<file path="config.mk">
export PLATFORM = sky130hd
export DESIGN_NAME = seq_pattern_gen
export DESIGN_NICKNAME = d
export VERILOG_FILES = /design/src/rtl/seq_pattern_gen.sv
export SDC_FILE = /design/constraint.sdc
export NUM_CORES = 1
export LEC_CHECK = 0
export BUFFER_PORTS_ARGS = -buffer_cell sky130_fd_sc_hd__buf_4
export CAP_MARGIN = 30
export CORE_ASPECT_RATIO = 1.2
export CORE_UTILIZATION = 45
export CTS_BUF_LIST = sky130_fd_sc_hd__clkbuf_2
export CTS_CLUSTER_DIAMETER = 200
export DETAILED_ROUTE_END_ITERATION = 6
export PLACE_DENSITY_LB_ADDON = 0.1
export REMOVE_ABC_BUFFERS = 1
export SLEW_MARGIN = 20
export SYNTH_ARGS = -nofsm -noshare
export SYNTH_HDL_FRONTEND = slang
export SYNTH_SLANG_ARGS = --single-unit
</file>
<file path="constraint.sdc">
create_clock -name clk -period 7.29 [get_ports clk]
set_input_delay 1.458 -clock clk [delete_from_list [all_inputs] [get_ports clk]]
set_output_delay 1.458 -clock clk [all_outputs]
set_load 0.05 [all_outputs]
</file>
<file path="src/rtl/seq_pattern_gen.sv">
// Serial pattern transmitter: sends PATTERN MSB first, REP times,
// with GAP zero-bits between repeats; flags the last bit of each repeat.
module seq_pattern_gen #(
  parameter int             PAT_W   = 4,
  parameter logic [PAT_W-1:0] PATTERN = 4'b1101,
  parameter int             CNT_W   = 8
) (
  input  logic             clk,
  input  logic             rst,
  input  logic             start,
  input  logic             abort,
  input  logic [CNT_W-1:0] rep_cnt,
  input  logic [CNT_W-1:0] gap_cnt,
  output logic             bit_out,
  output logic             bit_valid,
  output logic             expected_hit,
  output logic             busy,
  output logic             done
);

  localparam int IDX_W = (PAT_W > 1) ? $clog2(PAT_W) : 1;
  localparam logic [IDX_W-1:0] LAST = IDX_W'(PAT_W - 1);

  typedef enum logic [1:0] {
    IDLE,
    SEND,
    GAP,
    DONE
  } state_t;

  state_t           state, state_d;
  logic [IDX_W-1:0] idx, idx_d;
  logic [CNT_W-1:0] rep, rep_d;
  logic [CNT_W-1:0] gap_len, gap_len_d;
  logic [CNT_W-1:0] gap_left, gap_left_d;
  logic [PAT_W-1:0] pat_rev;

  logic bit_out_d, bit_valid_d, hit_d, busy_d, done_d;

  // Reversed copy so the current bit index selects directly.
  always_comb begin
    for (int i = 0; i < PAT_W; i++) begin
      pat_rev[i] = PATTERN[PAT_W-1-i];
    end
  end

  always_comb begin
    state_d    = state;
    idx_d      = idx;
    rep_d      = rep;
    gap_len_d  = gap_len;
    gap_left_d = gap_left;
    if (abort && state != IDLE) begin
      state_d    = IDLE;
      idx_d      = '0;
      rep_d      = '0;
      gap_len_d  = '0;
      gap_left_d = '0;
    end else begin
      unique case (state)
        IDLE: begin
          if (start && !abort) begin
            rep_d     = rep_cnt;
            gap_len_d = gap_cnt;
            idx_d     = '0;
            state_d   = (rep_cnt == '0) ? DONE : SEND;
          end
        end
        SEND: begin
          if (idx == LAST) begin
            idx_d = '0;
            rep_d = (rep != '0) ? rep - 1'b1 : '0;
            if (rep_d == '0) begin
              state_d = DONE;
            end else if (gap_len != '0) begin
              state_d    = GAP;
              gap_left_d = gap_len;
            end else begin
              state_d = SEND;
            end
          end else begin
            idx_d = idx + 1'b1;
          end
        end
        GAP: begin
          if (gap_left <= 1) begin
            state_d    = SEND;
            gap_left_d = '0;
          end else begin
            gap_left_d = gap_left - 1'b1;
          end
        end
        DONE: begin
          state_d = IDLE;
        end
        default: begin
          state_d = IDLE;
        end
      endcase
    end
  end

  // Outputs are decoded from next state so they leave flops aligned with it.
  always_comb begin
    bit_out_d   = 1'b0;
    bit_valid_d = 1'b0;
    hit_d       = 1'b0;
    busy_d      = (state_d != IDLE);
    done_d      = (state_d == DONE);
    if (state_d == SEND) begin
      bit_out_d   = pat_rev[idx_d];
      bit_valid_d = 1'b1;
      hit_d       = (idx_d == LAST);
    end else if (state_d == GAP) begin
      bit_valid_d = 1'b1;
    end
  end

  always_ff @(posedge clk or posedge rst) begin
    if (rst) begin
      state        <= IDLE;
      idx          <= '0;
      rep          <= '0;
      gap_len      <= '0;
      gap_left     <= '0;
      bit_out      <= 1'b0;
      bit_valid    <= 1'b0;
      expected_hit <= 1'b0;
      busy         <= 1'b0;
      done         <= 1'b0;
    end else begin
      state        <= state_d;
      idx          <= idx_d;
      rep          <= rep_d;
      gap_len      <= gap_len_d;
      gap_left     <= gap_left_d;
      bit_out      <= bit_out_d;
      bit_valid    <= bit_valid_d;
      expected_hit <= hit_d;
      busy         <= busy_d;
      done         <= done_d;
    end
  end

endmodule

</file>
======== Yosys cells after proc, flatten, opt, wreduce, memory -nomap -nowiden ========
Cells that the tools add are included.
W data, S select, Z words.
storage, ports and cells
  output and inout bits ................... 5
  register bits after elaboration ......... 33
  word-level logic and storage cells ...... 76
  input bits .............................. 20
cells by class
  equality and inequality tests ........... 12
  reduce and logical (&&, ||, !) cells .... 17
  $lt $le $gt $ge ......................... 2
  muxes and demuxes ....................... 32
  add/subtract/negate cells ............... 3
operators with widths
  operator               number
  $mux W8                12
  $pmux W8 S2            2
  $mux W2                10
  $logic_not A8 Y1       2
  $reduce_bool A8 Y1     2
  $sub A8 B1 Y8 const B  2
  $eq A2 B2 Y1 const B   6
  $ne A3 B3 Y1 const B   4
  $le A8 B1 Y1 const B   1
  $pmux W2 S4            1
  $reduce_bool A2 Y1     4
  $reduce_bool A3 Y1     2
  $mux W1                5
  $eq A2 B1 Y1 const B   2
  $pmux W2 S2            1
  $reduce_and A4 Y1      1
  $lt A2 B3 Y1 const B   1
  $reduce_and A3 Y1      1
  $add A2 B1 Y2 const B  1
  $bmux W1 S2            1
  $logic_and A1 B1 Y1    2
  $logic_not A2 Y1       1
  $reduce_and A2 Y1      1
  $logic_not A1 Y1       1

======== Longest topological paths before layout ========
Gate-level depths: netlist of run 1.
  depth in word-level cells ............... 10
  depth in mapped cells ................... 10
  depth with buffers taken out ............ 10

======== Worst setup path before layout of run 1 ========
No wires, ideal clock.
  path type ............................... input-to-reg
  start point ............................. input port abort
  end point ............................... register bit_out
  slack ................................... 4,220 ps
  arrival ................................. 2,986 ps
  path buffers ............................ 1
  setup time .............................. 84 ps
  cell stages on the path ................. 7
  data required time ...................... 7,206 ps
  cell sequence ........................... buf_6 > nand2b_1 > nor3_1 > a211oi_1 > o22ai_1 > ha_1 > a21boi_0
on the way
  elaborated cells between the ends (all ways) .. 13
  those cells by class .................... eq/ne (1); mux (9); reduce/logical (3)
RTL lines
  item                  line  source
  start, declared       11    input logic abort,
  $logic_not A1 Y1      62    if (start && !abort) begin
  $logic_and A1 B1 Y1   62
  $mux W2               62
  $pmux W2 S4           60    unique case (state)
  $mux W2 (*)           53    if (abort && state != IDLE) begin
  named net state_d[0]  31    state_t state, state_d;
  $eq A2 B1 Y1 (*)      110   if (state_d == SEND) begin
  $mux W1 (*)           110
  named net bit_out_d   38    logic bit_out_d, bit_valid_d, hit_d, busy_d, done_d;
  end signal, assigned  137   bit_out <= bit_out_d;
  end, declared         14    output logic bit_out,
Mark *: on every way through the listed nets, which the timed path passes. The rest lies on a longest branch. The select of a mux whose other input is x is not followed.
A chain may end at the register's enable or synchronous reset.

======== Worst setup path after layout of run 1 ========
  start point ............................. register rep[0]
  end point ............................... register gap_left[5]
on the way
  cells in the longest elaborated chain, start to end .. 5
  elaborated cells between the ends (all ways) .. 6
  those cells by class .................... add/sub (1); eq/ne (1); mux (1); reduce/logical (3)
ends and longest elaborated chain
  item                                                 line  source
  start, declared                                      33    logic [CNT_W-1:0] rep, rep_d;
  start signal, assigned                               134   rep <= rep_d;
  $sub A8 B1 Y8 or $reduce_bool A8 Y1 (tied branches)  72    rep_d = (rep != '0) ? rep - 1'b1 : '0;
  $mux W8 (*)                                          72
  $logic_not A8 Y1 (*)                                 73    if (rep_d == '0) begin
  $ne A3 B3 Y1 (no source line) (*)                    n/a
  $reduce_and A4 Y1 (no source line) (*)               n/a
  end signal, assigned                                 136   gap_left <= gap_left_d;
  end, declared                                        35    logic [CNT_W-1:0] gap_left, gap_left_d;
Mark *: on every way between the ends. The rest lies on a longest branch, timed or not.

==> impl_metrics.csv, run 1 <==
group,metric,value,unit
floorplan,die_y,76.7,um
timing,setup_viol,0,
synth,synth_cells,230,
route,ant_nets,0,
job,maxCapViolCount,0,
synth,synth_cell_types,52,
clock_network,clkTransAtPathRegs,200,ps
setup_path,worst-path-max-fanout,12,
final_layout,final_util,53.3,%
global_route,antenna_found_initial,0,
clock_network,postCtsSetupRepairBufs,0,
clock_network,clockBufferDepth,2,
setup_path,reg2reg_depth,8,
synth,synth-seq-cells,33,
route,drt_first_pass_iters,4,
setup_path,startpoint_type,"flop",
global_route,grt_pass1_wl,8.54,mm
placed_design,place_congestion,0.831,
synth,yosys_warnings,0,
placed_design,portBuffers,24,
placed_design,hpwl,3.53,mm
route,via_count,1855,
global_route,overflow,0,
setup_path,worst_ep_arrival_time,3140,ps
synth,synth_edf_count,0,
timing,fin_crit_sh,39.0,%
clock_network,ctsHtreeMaxLevel,2,
route,routed_wl,4.90,mm
timing,finalSetupTns,0,ps
route,drc,0,
timing,post-route-min-period,2840,ps
timing,hold_violations,0,
power_and_ir_drop,p_clk_share,10.2,%
route,viasPerCell,6.00,
synth,synth.cell_area,0.00209,sq mm
hold_path,hold_path.class,"flop to flop",
hold_path,hold_depth,2,
power_and_ir_drop,p_comb_share,52.4,%
power_and_ir_drop,power.leakage,0.982,nW
global_route,grt_pass1_vias,1775,
power_and_ir_drop,power_frac_seq,37.3,%
floorplan,rows,26,
timing,slew_headroom,48.5,%
setup_path,required,7590,ps
synth,async_flop_share,100,%
final_layout,area_delta_synth_final,10.9,%
power_and_ir_drop,p_sw,0.000438,W
clock_network,postCtsHoldBufs,0,
timing,worstMarginPinSlew,768,ps
power_and_ir_drop,vdd_ir_drop_max,190,uV
power_and_ir_drop,p_sw_share,48.4,%
final_layout,drive_above_1_share,16.6,%
clock_network,cts_sinks,33,
floorplan,die_w,64.3,um
route,drtIter0Drc,93,
clock_network,numCtsBuffers,5,
timing,slew_viol_final,0,
final_layout,nets,280,
route,wl_per_cell,15.9,um
floorplan,io_pins,25,
global_route,grt_max_degree,34,
global_route,grt.total_usage,22.2,%
clock_network,post_cts_resized,0,
setup_path,critical_path_class,"flop to flop",
setup_path,endpoint_kind,"flop",
synth,synth_ff_type,"dfrtp_1",
power_and_ir_drop,power_density,390,mW/mm^2
synth,avgSynthCellArea,9.10,sq um
synth,yosysSeqAreaShare,39.5,%
clock_network,root_buffer,"clkbuf_2",
clock_network,clk_latency,390,ps
final_layout,n_antenna_cell,0,
power_and_ir_drop,p_int,0.000468,W
timing,fmax,352,MHz
timing,skew,16.8,ps
floorplan,start_util,48.0,%
status,status,"finished clean",
timing,rsz0062_at_grt,"no",
clock_network,cts_tree,"built",
floorplan,core_area,0.00436,sq mm
floorplan,dieArea,0.00493,sq mm
[final timing paths]
path                                    startpoint  slack, ps                       to
max in group asynchronous                      rst       5850       rep[0]$_DFFE_PP0P_
worst min-delay path            rep[1]$_DFFE_PP0P_        560       rep[1]$_DFFE_PP0P_
worst min register to register  rep[1]$_DFFE_PP0P_        560       rep[1]$_DFFE_PP0P_
worst max register to register  rep[0]$_DFFE_PP0P_       4450  gap_left[5]$_DFFE_PP0P_
min in group asynchronous                      rst       1130       rep[6]$_DFFE_PP0P_
worst max-delay path            rep[0]$_DFFE_PP0P_       4450  gap_left[5]$_DFFE_PP0P_
[final cells by class]
cell class | count | area (sq um)
inverter | 8 | 30.0
clock inverter | 3 | 22.5
sequential | 33 | 826
multi-input combinational | 178 | 1160
clock buffer | 5 | 25.0
fill | 431 | 2040
timing repair buffer | 26 | 193
tap | 56 | 70.1
[routing by layer]
layer / vias up / GRT usage (%) / part of all wire [%]
met5: - / 0 / 0
li1: 903 / - / -
met1: 907 / 29.5 / 46
met4: 0 / 6.22 / 1.4
met2: 38 / 36.1 / 49
met3: 7 / 4.61 / 3.6
[power groups by stage]
| stage | registers (W) | clock network (W) | logic [W] |
|---|---|---|---|
| floorplan | 0.000343 | 0 | 0.000347 |
| global placement | 0.000343 | 0 | 0.000466 |
| detailed placement | 0.000342 | 0 | 0.000471 |
| CTS | 0.000338 | 0.0000973 | 0.000474 |
| global route | 0.000351 | 0.000105 | 0.000530 |
| finish | 0.000338 | 0.0000928 | 0.000475 |
[stage by stage]
stage | worst slack [ps] | total power [W] | cells | area [sq um] | hold slack, ps
after floorplan | 4340 | 0.000690 | 219 | 2010 | 487
after global placement | 3890 | 0.000810 | 300 | 2270 | 516
after detailed placement | 3740 | 0.000813 | 300 | 2270 | 523
after CTS | 4180 | 0.000909 | 308 | 2320 | 565
after global routing | 4100 | 0.000986 | 309 | 2320 | 585
final | 4450 | 0.000906 | 309 | 2320 | 560
[cells by family after synthesis]
| group | synth area share (%) |
|---|---|
| AO/OA/AOI/OAI | 25.0 |
| adder cells (fa/ha/maj) | 4.78 |
| AND/OR/NAND/NOR | 23.6 |
| XOR/XNOR | 0.837 |
| multiplexers | 0.956 |
| flip-flops | 39.4 |
| buffers and inverters | 5.32 |
[cells in the final DEF (no fill, tap or decap), drive strengths merged, types with 2 or more instances in the layout]
master and n:
a211oi 2, a21oi 20, a22o 8, a32o 2, buf 25, clkbuf 6, clkinvlp 3, dfrtp 33
ha 8, inv 8, mux2i 2, nand2 13, nand2b 7, nand3b 3, nor2 27, nor2b 2
nor3 14, nor4 8, o21ai 20, o21bai 3, o22ai 2, o31a 2, o31ai 5, o41ai 3
or3 6, or4 3, xnor2 2
[sequential cells by signal, indices dropped and copies added, names as in the netlist]
name	flops
expected_hit	1
bit_out	1
gap_len	8
idx	2
rep	8
busy	1
bit_valid	1
gap_left	8
state	2
done	1
[cell usage after synthesis (2+ instances only)]
library cell   n  area [sq um]
a211oi_1       2          15.0
a32o_1         2          20.0
nor3_1        12          60.1
o21bai_1       3          22.5
o22ai_1        2          12.5
o21ai_1       12          60.1
nor4_1         8          50.1
buf_6          4          45.0
or4_1          2          15.0
xnor2_1        2          17.5
buf_2          2          10.0
o31a_1         2          17.5
a21oi_1       20           100
ha_1           8           100
or3_1          6          37.5
nand2_1       13          48.8
nor2_1        25          93.8
clkbuf_1       3          11.3
o21ai_0        7          35.0
mux2i_1        2          20.0
a22o_1         8          70.1
nand2b_1       7          43.8
nand3b_1       3          22.5
o31ai_1        5          37.5
o41ai_1        3          26.3
nor2b_1        2          12.5
dfrtp_1       33           826
inv_1          8          30.0
[critical path, stage by stage, from the launching register on]
cell	delay, ps
dfrtp_1	490
inv_1	110
ha_1	270
o21bai_1	190
a2111oi_0	420
a41oi_1	130
nor3_2	680
nor2_2	180
a32o_1	290
Note: power is estimated with default switching activity, not from simulation.
==> inputs of run 2 (changes only) <==
--- a/config.mk
+++ b/config.mk
@@ -5,6 +5,7 @@
 export SDC_FILE = /design/constraint.sdc
 export NUM_CORES = 1
 export LEC_CHECK = 0
+export ABC_AREA = 1
 export BUFFER_PORTS_ARGS = -buffer_cell sky130_fd_sc_hd__buf_4
 export CAP_MARGIN = 30
 export CORE_ASPECT_RATIO = 1.2
==> constraint.sdc (replaced) <==
create_clock -name clk -period 2.9 [get_ports clk]
set_input_delay 0.58 -clock clk [delete_from_list [all_inputs] [get_ports clk]]
set_output_delay 0.58 -clock clk [all_outputs]
set_load 0.05 [all_outputs]
==> run 2 against run 1 <==
  * Clock power rose by 140%
  * Clock skew fell by 11 ps
  * First-iteration DRC count rose by 5.4%
  * Power rose to 2.7 times the previous value
  * Sequential cell count did not move
  * Clock-buffer cell count rose by 1
  * Setup slack got worse by 3900 ps
  * Global-route usage fell by 1.0 points
  * Worst hold slack got worse by 290 ps
==> impl_metrics.csv, run 2 <==
group,metric,value,unit
status,status,"finished clean",
synth,yosysSeqAreaShare,40.0,%
power_and_ir_drop,p_sw,0.00127,W
setup_path,path_cells,"inv_1, ha_1, nand2_1, nor2_8, inv_2, nand3_1, nand3_2, o21ai_0, nand2_1, a21oi_1, ha_1, inv_1, nor3_1",
final_layout,n_antenna_cell,0,
hold_path,hold_path.class,"input pin to async pin",
global_route,grt.total_usage,21.1,%
setup_path,critical_path_class,"flop to flop",
final_layout,fillCellCount,406,
clock_network,clk_latency,370,ps
floorplan,core_area,0.00433,sq mm
clock_network,cts_sinks,33,
power_and_ir_drop,p_int,0.00120,W
job,maxCapViolCount,0,
synth,synth_top_area_cell,"dfrtp_1",
route,drtIter0Drc,98,
timing,setup_viol,0,
clock_network,postCtsSetupRepairBufs,0,
clock_network,numCtsBuffers,5,
placed_design,place_congestion,0.950,
setup_path,slowest_delay,420,ps
floorplan,dieArea,0.00486,sq mm
final_layout,area_delta_synth_final,13.5,%
floorplan,io_pins,25,
final_layout,final_common_cell,"nand2_1",
global_route,grt_pass1_wl,8.07,mm
route,ant_nets,0,
placed_design,hpwl,3.45,mm
power_and_ir_drop,power_density,1060,mW/mm^2
power_and_ir_drop,vdd_ir_drop_max,570,uV
synth,netlist.area_leader.share,40.0,%
floorplan,die_y,76.2,um
floorplan,die_w,63.8,um
final_layout,seq_area,826,sq um
synth,avgSynthCellArea,7.53,sq um
setup_path,crit_start,"rep[0]$_DFFE_PP0P_",
setup_path,endpoint_kind,"flop",
power_and_ir_drop,p_clk_share,8.9,%
final_layout,drive_above_1_share,18.4,%
route,via_count,1856,
final_layout,reg_top3,"gap_left: 8 flops, gap_len: 8 flops, rep: 8 flops",
clock_network,clkTransAtPathRegs,170,ps
route,viasPerCell,5.16,
setup_path,r2r_start,"rep[0]$_DFFE_PP0P_",
clock_network,post_cts_resized,0,
timing,worstMarginPinSlew,800,ps
synth,synth-seq-cells,33,
timing,fin_crit_sh,79.7,%
clock_network,clockBufferDepth,2,
placed_design,place_area,0.00230,sq mm
final_layout,layout.cells.most_common_list,"nand2_1 (62), inv_1 (38), dfrtp_1 (33)",
power_and_ir_drop,power_frac_seq,31.3,%
setup_path,path_buf_inv,3,
route,routed_wl,4.66,mm
timing,rsz0062_at_grt,"no",
global_route,overflow,0,
floorplan,rows,26,
timing,slew_headroom,46.1,%
final_layout,nets,331,
timing,finalSetupTns,0,ps
setup_path,worst_ep_arrival_time,2620,ps
synth,synth_ff_type,"dfrtp_1",
setup_path,crit_slowest_cell,"dfrtp_1",
clock_network,root_buffer,"clkbuf_2",
synth,yosysMostFrequentCell,"nand2_1",
synth,synth_common_cells,"nand2_1 (62), inv_1 (38), dfrtp_1 (33), nor2_1 (30), o21ai_0 (20)",
final_layout,multiInputGateArea,0.00105,sq mm
synth,yosys_warnings,0,
clock_network,cts_tree,"built",
timing,fmax,433,MHz
power_and_ir_drop,power.leakage,1.19,nW
route,wl_per_cell,12.9,um
synth,async_flop_share,100,%
power_and_ir_drop,p_comb_share,59.8,%
placed_design,portBuffers,24,
global_route,grt_pass1_vias,1869,
synth,synth_cells,274,
clock_network,postCtsHoldBufs,0,
setup_path,crit_family,"simple AND/OR/NAND/NOR gates",
global_route,grt_max_degree,34,
floorplan,start_util,47.7,%
placed_design,pre_cts_ws,637,ps
power_and_ir_drop,p_sw_share,51.4,%
route,drt_first_pass_iters,4,
timing,post-route-min-period,2310,ps
timing,skew,6.16,ps
setup_path,startpoint_type,"flop",
setup_path,worst-path-max-fanout,7,
synth,synth_cell_types,31,
synth,synth_area_leaders,"dfrtp_1 (40%), nand2_1 (11%), inv_1 (6.9%)",
synth,synth.cell_area,0.00206,sq mm
timing,slew_viol_final,0,
timing,hold_violations,0,
final_layout,design_area,0.00234,sq mm
timing,setup_ws,588,ps
global_route,antenna_found_initial,0,
clock_network,ctsHtreeMaxLevel,2,
synth,synth_edf_count,0,
setup_path,required,3210,ps
route,drc,0,
-- run 2: cell types whose count changed after synthesis, sizes merged, moves of 8 or more --
cell | previous run | this run
nand2 | 13 | 68
inv | 8 | 42
a21oi | 20 | 7
nand3 | 0 | 13
nor2 | 27 | 38
nor3 | 14 | 4
o21ai | 20 | 30
nor4 | 8 | 0
o22ai | 2 | 10
-- run 2: power groups by stage --
stage / logic [W] / clock network [W] / registers [W]
4_1_cts: 0.00148 / 0.000229 / 0.000772
3_3_place_gp: 0.00146 / 0 / 0.000782
6_report: 0.00148 / 0.000221 / 0.000773
3_5_place_dp: 0.00147 / 0 / 0.000782
5_1_grt: 0.00168 / 0.000248 / 0.000796
2_1_floorplan: 0.00107 / 0 / 0.000833
-- run 2: area by class of cell --
type / instances / area share (%)
Clock inverter: 2 / 0.428
Sequential cell: 33 / 35.3
Timing Repair Buffer: 26 / 8.34
Inverter: 42 / 6.74
Tap cell: 56 / 2.99
Multi-Input combinational cell: 195 / 44.9
Clock buffer: 6 / 1.28
-- run 2: through the flow --
step | cells | total power (W) | hold WS (ps) | util, %
2_1_floorplan | 270 | 0.00191 | 461 | -
3_3_place_gp | 352 | 0.00224 | 472 | 53.2
3_5_place_dp | 352 | 0.00225 | 477 | 53.2
4_1_cts | 360 | 0.00248 | 274 | 54.1
5_1_grt | 360 | 0.00272 | 298 | 54.1
6_report | 360 | 0.00247 | 274 | 54.1
-- run 2: cell families (layout without fill, tap and decap cells) --
group / after synthesis / in the layout / share of synthesized area (%)
xor gates and xnor gates: 5 / 5 / 2.12
and+or+nand+nor: 129 / 129 / 28.6
AOI/OAI and AO/OA: 53 / 53 / 15.4
DFF: 33 / 33 / 40.0
adders and majority gates: 8 / 8 / 4.85
buffers and inverters: 46 / 76 / 8.98
-- run 2: per-layer routing --
layer / up-vias / GRT usage (%) / wire (um)
met5: - / 0 / 0
met4: 0 / 9.32 / 93
met3: 10 / 3.59 / 158
met2: 43 / 35.2 / 2280
met1: 851 / 26.5 / 2120
li1: 952 / - / -
-- run 2: path summary, 6_finish.rpt --
kind | to | slack, ps | depth (start not counted)
hold / removal | gap_len[7]$_DFFE_PP0P_ | 270 | 3
max in group asynchronous | rep[0]$_DFFE_PP0P_ | 2330 | 3
hold reg to reg | gap_left[1]$_DFFE_PP0P_ | 510 | 2
min in group clk | gap_len[6]$_DFFE_PP0P_ | 400 | 3
setup reg to reg | expected_hit$_DFF_PP0_ | 590 | 13
setup / recovery | expected_hit$_DFF_PP0_ | 590 | 13
-- run 2: worst register-to-register path: cells and delay by family, from the launching register on --
kind | cells | cell delay, ps
fa+ha+maj | 2 | 370
compound gates | 2 | 390
simple gates | 6 | 780
buf+inv | 3 | 290
flops | 1 | 420
==> inputs of run 3 (changes only) <==
==> constraint.sdc (replaced) <==
create_clock -name clk -period 2.3 [get_ports clk]
set_input_delay 0.46 -clock clk [delete_from_list [all_inputs] [get_ports clk]]
set_output_delay 0.46 -clock clk [all_outputs]
set_load 0.05 [all_outputs]
==> run 3 against run 2 <==
  * Worst hold slack lost 120 ps
  * Register-to-register slack lost 380 ps
  * Critical path depth is the same
  * Clock skew grew 15 ps
  * Maximum frequency grew 10%
  * Via count grew 0.59%
  * Non-clock buffer count grew 6
  * Setup slack lost 380 ps
  * Die area is the same
  * Combinational power grew 34%
  * Global-route usage grew 1.3 points
  * Routed wire length grew 1.6%
==> impl_metrics.csv, run 3 (synthesized netlist as in run 2, its figures left out) <==
group,metric,value,unit
status,status,"finished clean",
final_layout,nets,337,
global_route,grt.total_usage,22.4,%
timing,setup_viol,0,
route,wl_met2,2.26,mm
timing,fmax,477,MHz
clock_network,numCtsBuffers,5,
timing,slew_headroom,47.9,%
clock_network,clk_latency,370,ps
setup_path,crit-reg2reg-capture,"expected_hit$_DFF_PP0_",
placed_design,hpwl,3.58,mm
timing,rsz0062_at_grt,"no",
final_layout,area_delta_synth_final,18.1,%
setup_path,endpoint_kind,"flop",
timing,worstMarginPinSlew,774,ps
floorplan,io_pins,25,
route,met3_length,190,um
setup_path,r2r_start,"rep[1]$_DFFE_PP0P_",
final_layout,final_common_cell,"nand2_1",
route,ant_nets,0,
route,via_count,1867,
route,drc,0,
setup_path,critical_path_class,"flop to flop",
floorplan,die_y,76.2,um
clock_network,clockBufferDepth,2,
route,drt_first_pass_iters,4,
placed_design,place_congestion,0.955,
placed_design,portBuffers,24,
route,routed_wl,4.73,mm
setup_path,required,2590,ps
floorplan,core_area,0.00433,sq mm
route,topRoutingLayerUsed,"met4",
timing,setup_ws,204,ps
route,wl_per_cell,12.9,um
setup_path,reg2reg_depth,13,
global_route,grt_pass1_vias,1913,
power_and_ir_drop,power.leakage,1.23,nW
clock_network,root_buffer,"clkbuf_2",
clock_network,ctsHtreeMaxLevel,2,
final_layout,n_antenna_cell,0,
global_route,grt_max_degree,34,
floorplan,dieArea,0.00486,sq mm
job,maxCapViolCount,0,
timing,finalSetupTns,0,ps
power_and_ir_drop,vdd_ir_drop_max,637,uV
global_route,antenna_found_initial,0,
setup_path,crit_end,"expected_hit$_DFF_PP0_",
route,met1Wirelength,2.18,mm
final_layout,final_util,56.3,%
setup_path,crit_start,"rep[1]$_DFFE_PP0P_",
clock_network,cts_tree,"built",
final_layout,design_area,0.00243,sq mm
floorplan,rows,26,
setup_path,startpoint_type,"flop",
timing,slew_viol_final,0,
setup_path,worst_ep_arrival_time,2380,ps
placed_design,place_area,0.00233,sq mm
timing,fin_crit_sh,91.1,%
hold_path,hold_path.class,"input pin to async pin",
placed_design,pre_cts_ws,47.7,ps
clock_network,cts_sinks,33,
route,viasPerCell,5.10,
timing,holdWs,152,ps
timing,post-route-min-period,2100,ps
final_layout,reg_top3,"gap_left: 8 flops, gap_len: 8 flops, rep: 8 flops",
timing,hold_violations,0,
final_layout,fillCellCount,434,
final_layout,layout.cells.most_common_list,"nand2_1 (61), inv_1 (36), dfrtp_1 (33)",
route,drtIter0Drc,171,
power_and_ir_drop,power_density,1370,mW/mm^2
global_route,overflow,0,
setup_path,worst-path-max-fanout,7,
floorplan,die_w,63.8,um
timing,skew,21.1,ps
setup_path,r2r_setup_slack,200,ps
global_route,grt_pass1_wl,8.49,mm
floorplan,start_util,47.7,%
final_layout,drive_above_1_share,21.3,%
clock_network,clkTransAtPathRegs,180,ps
[run 3: changes by cell type in the layout (fill, tap and decap cells not counted), sizes merged]
cell    change
clkinv      -1
buf         +6
bufinv      +1
[run 3: metrics by stage]
step	total power [W]	instances
after floorplan	0.00240	270
after global placement	0.00287	356
after detailed placement	0.00289	356
after CTS	0.00328	364
after global routing	0.00370	366
final	0.00335	366
[run 3: critical path: stages, from the launching register on]
cell     delay [ps]
dfrtp_1         450
inv_2           100
ha_1            160
nand2_2          90
nor2_8          150
inv_2            60
nand3_1         100
nand3_2         110
o21ai_1         130
nand2_1         100
a21oi_2         190
ha_1            160
inv_1            50
nor3_1          170
[run 3: final cells by class]
class                           count  area [sq um]  share of cell area, %
Inverter                           42           160                   6.58
Tap cell                           56          70.1                   2.88
Clock buffer                        6          30.0                   1.23
Multi-Input combinational cell    195          1070                   44.1
Clock inverter                      2          33.8                   1.39
Sequential cell                    33           826                   33.9
Timing Repair Buffer               32           240                   9.87
[run 3: worst min path at each step]
| stage | startpoint | end | slack, ps | cells past startpoint |
|---|---|---|---|---|
| 6_report | rst | gap_left[2]$_DFFE_PP0P_ | 150 | 3 |
| 5_1_grt | rst | gap_len[1]$_DFFE_PP0P_ | 180 | 3 |
| 4_1_cts | rst | gap_left[2]$_DFFE_PP0P_ | 150 | 3 |
| 3_5_place_dp | gap_left[1]$_DFFE_PP0P_ | gap_left[1]$_DFFE_PP0P_ | 480 | 2 |
| 3_3_place_gp | gap_left[1]$_DFFE_PP0P_ | gap_left[1]$_DFFE_PP0P_ | 470 | 2 |
| 2_1_floorplan | gap_left[1]$_DFFE_PP0P_ | gap_left[1]$_DFFE_PP0P_ | 460 | 2 |
[run 3: per-layer routing]
| layer | GRT usage, % | up-vias |
|---|---|---|
| met3 | 4.04 | 13 |
| met1 | 28.0 | 848 |
| li1 | - | 959 |
| met4 | 10.7 | 0 |
| met2 | 36.8 | 47 |
| met5 | 0 | - |
[run 3: timing repair]
| action | in CTS | in global routing |
|---|---|---|
| endpoints found under the setup margin | 0 | 4 |
| gates resized for setup | 0 | 9 |
| setup buffers | 0 | 2 |
| hold buffers | 0 | 0 |
[run 3: power breakdown]
| part | internal (W) | switching [W] | total [W] |
|---|---|---|---|
| combinational | 0.000720 | 0.00126 | 0.00198 |
| sequential | 0.000805 | 0.000182 | 0.000987 |
| clock | 0.000186 | 0.000194 | 0.000380 |
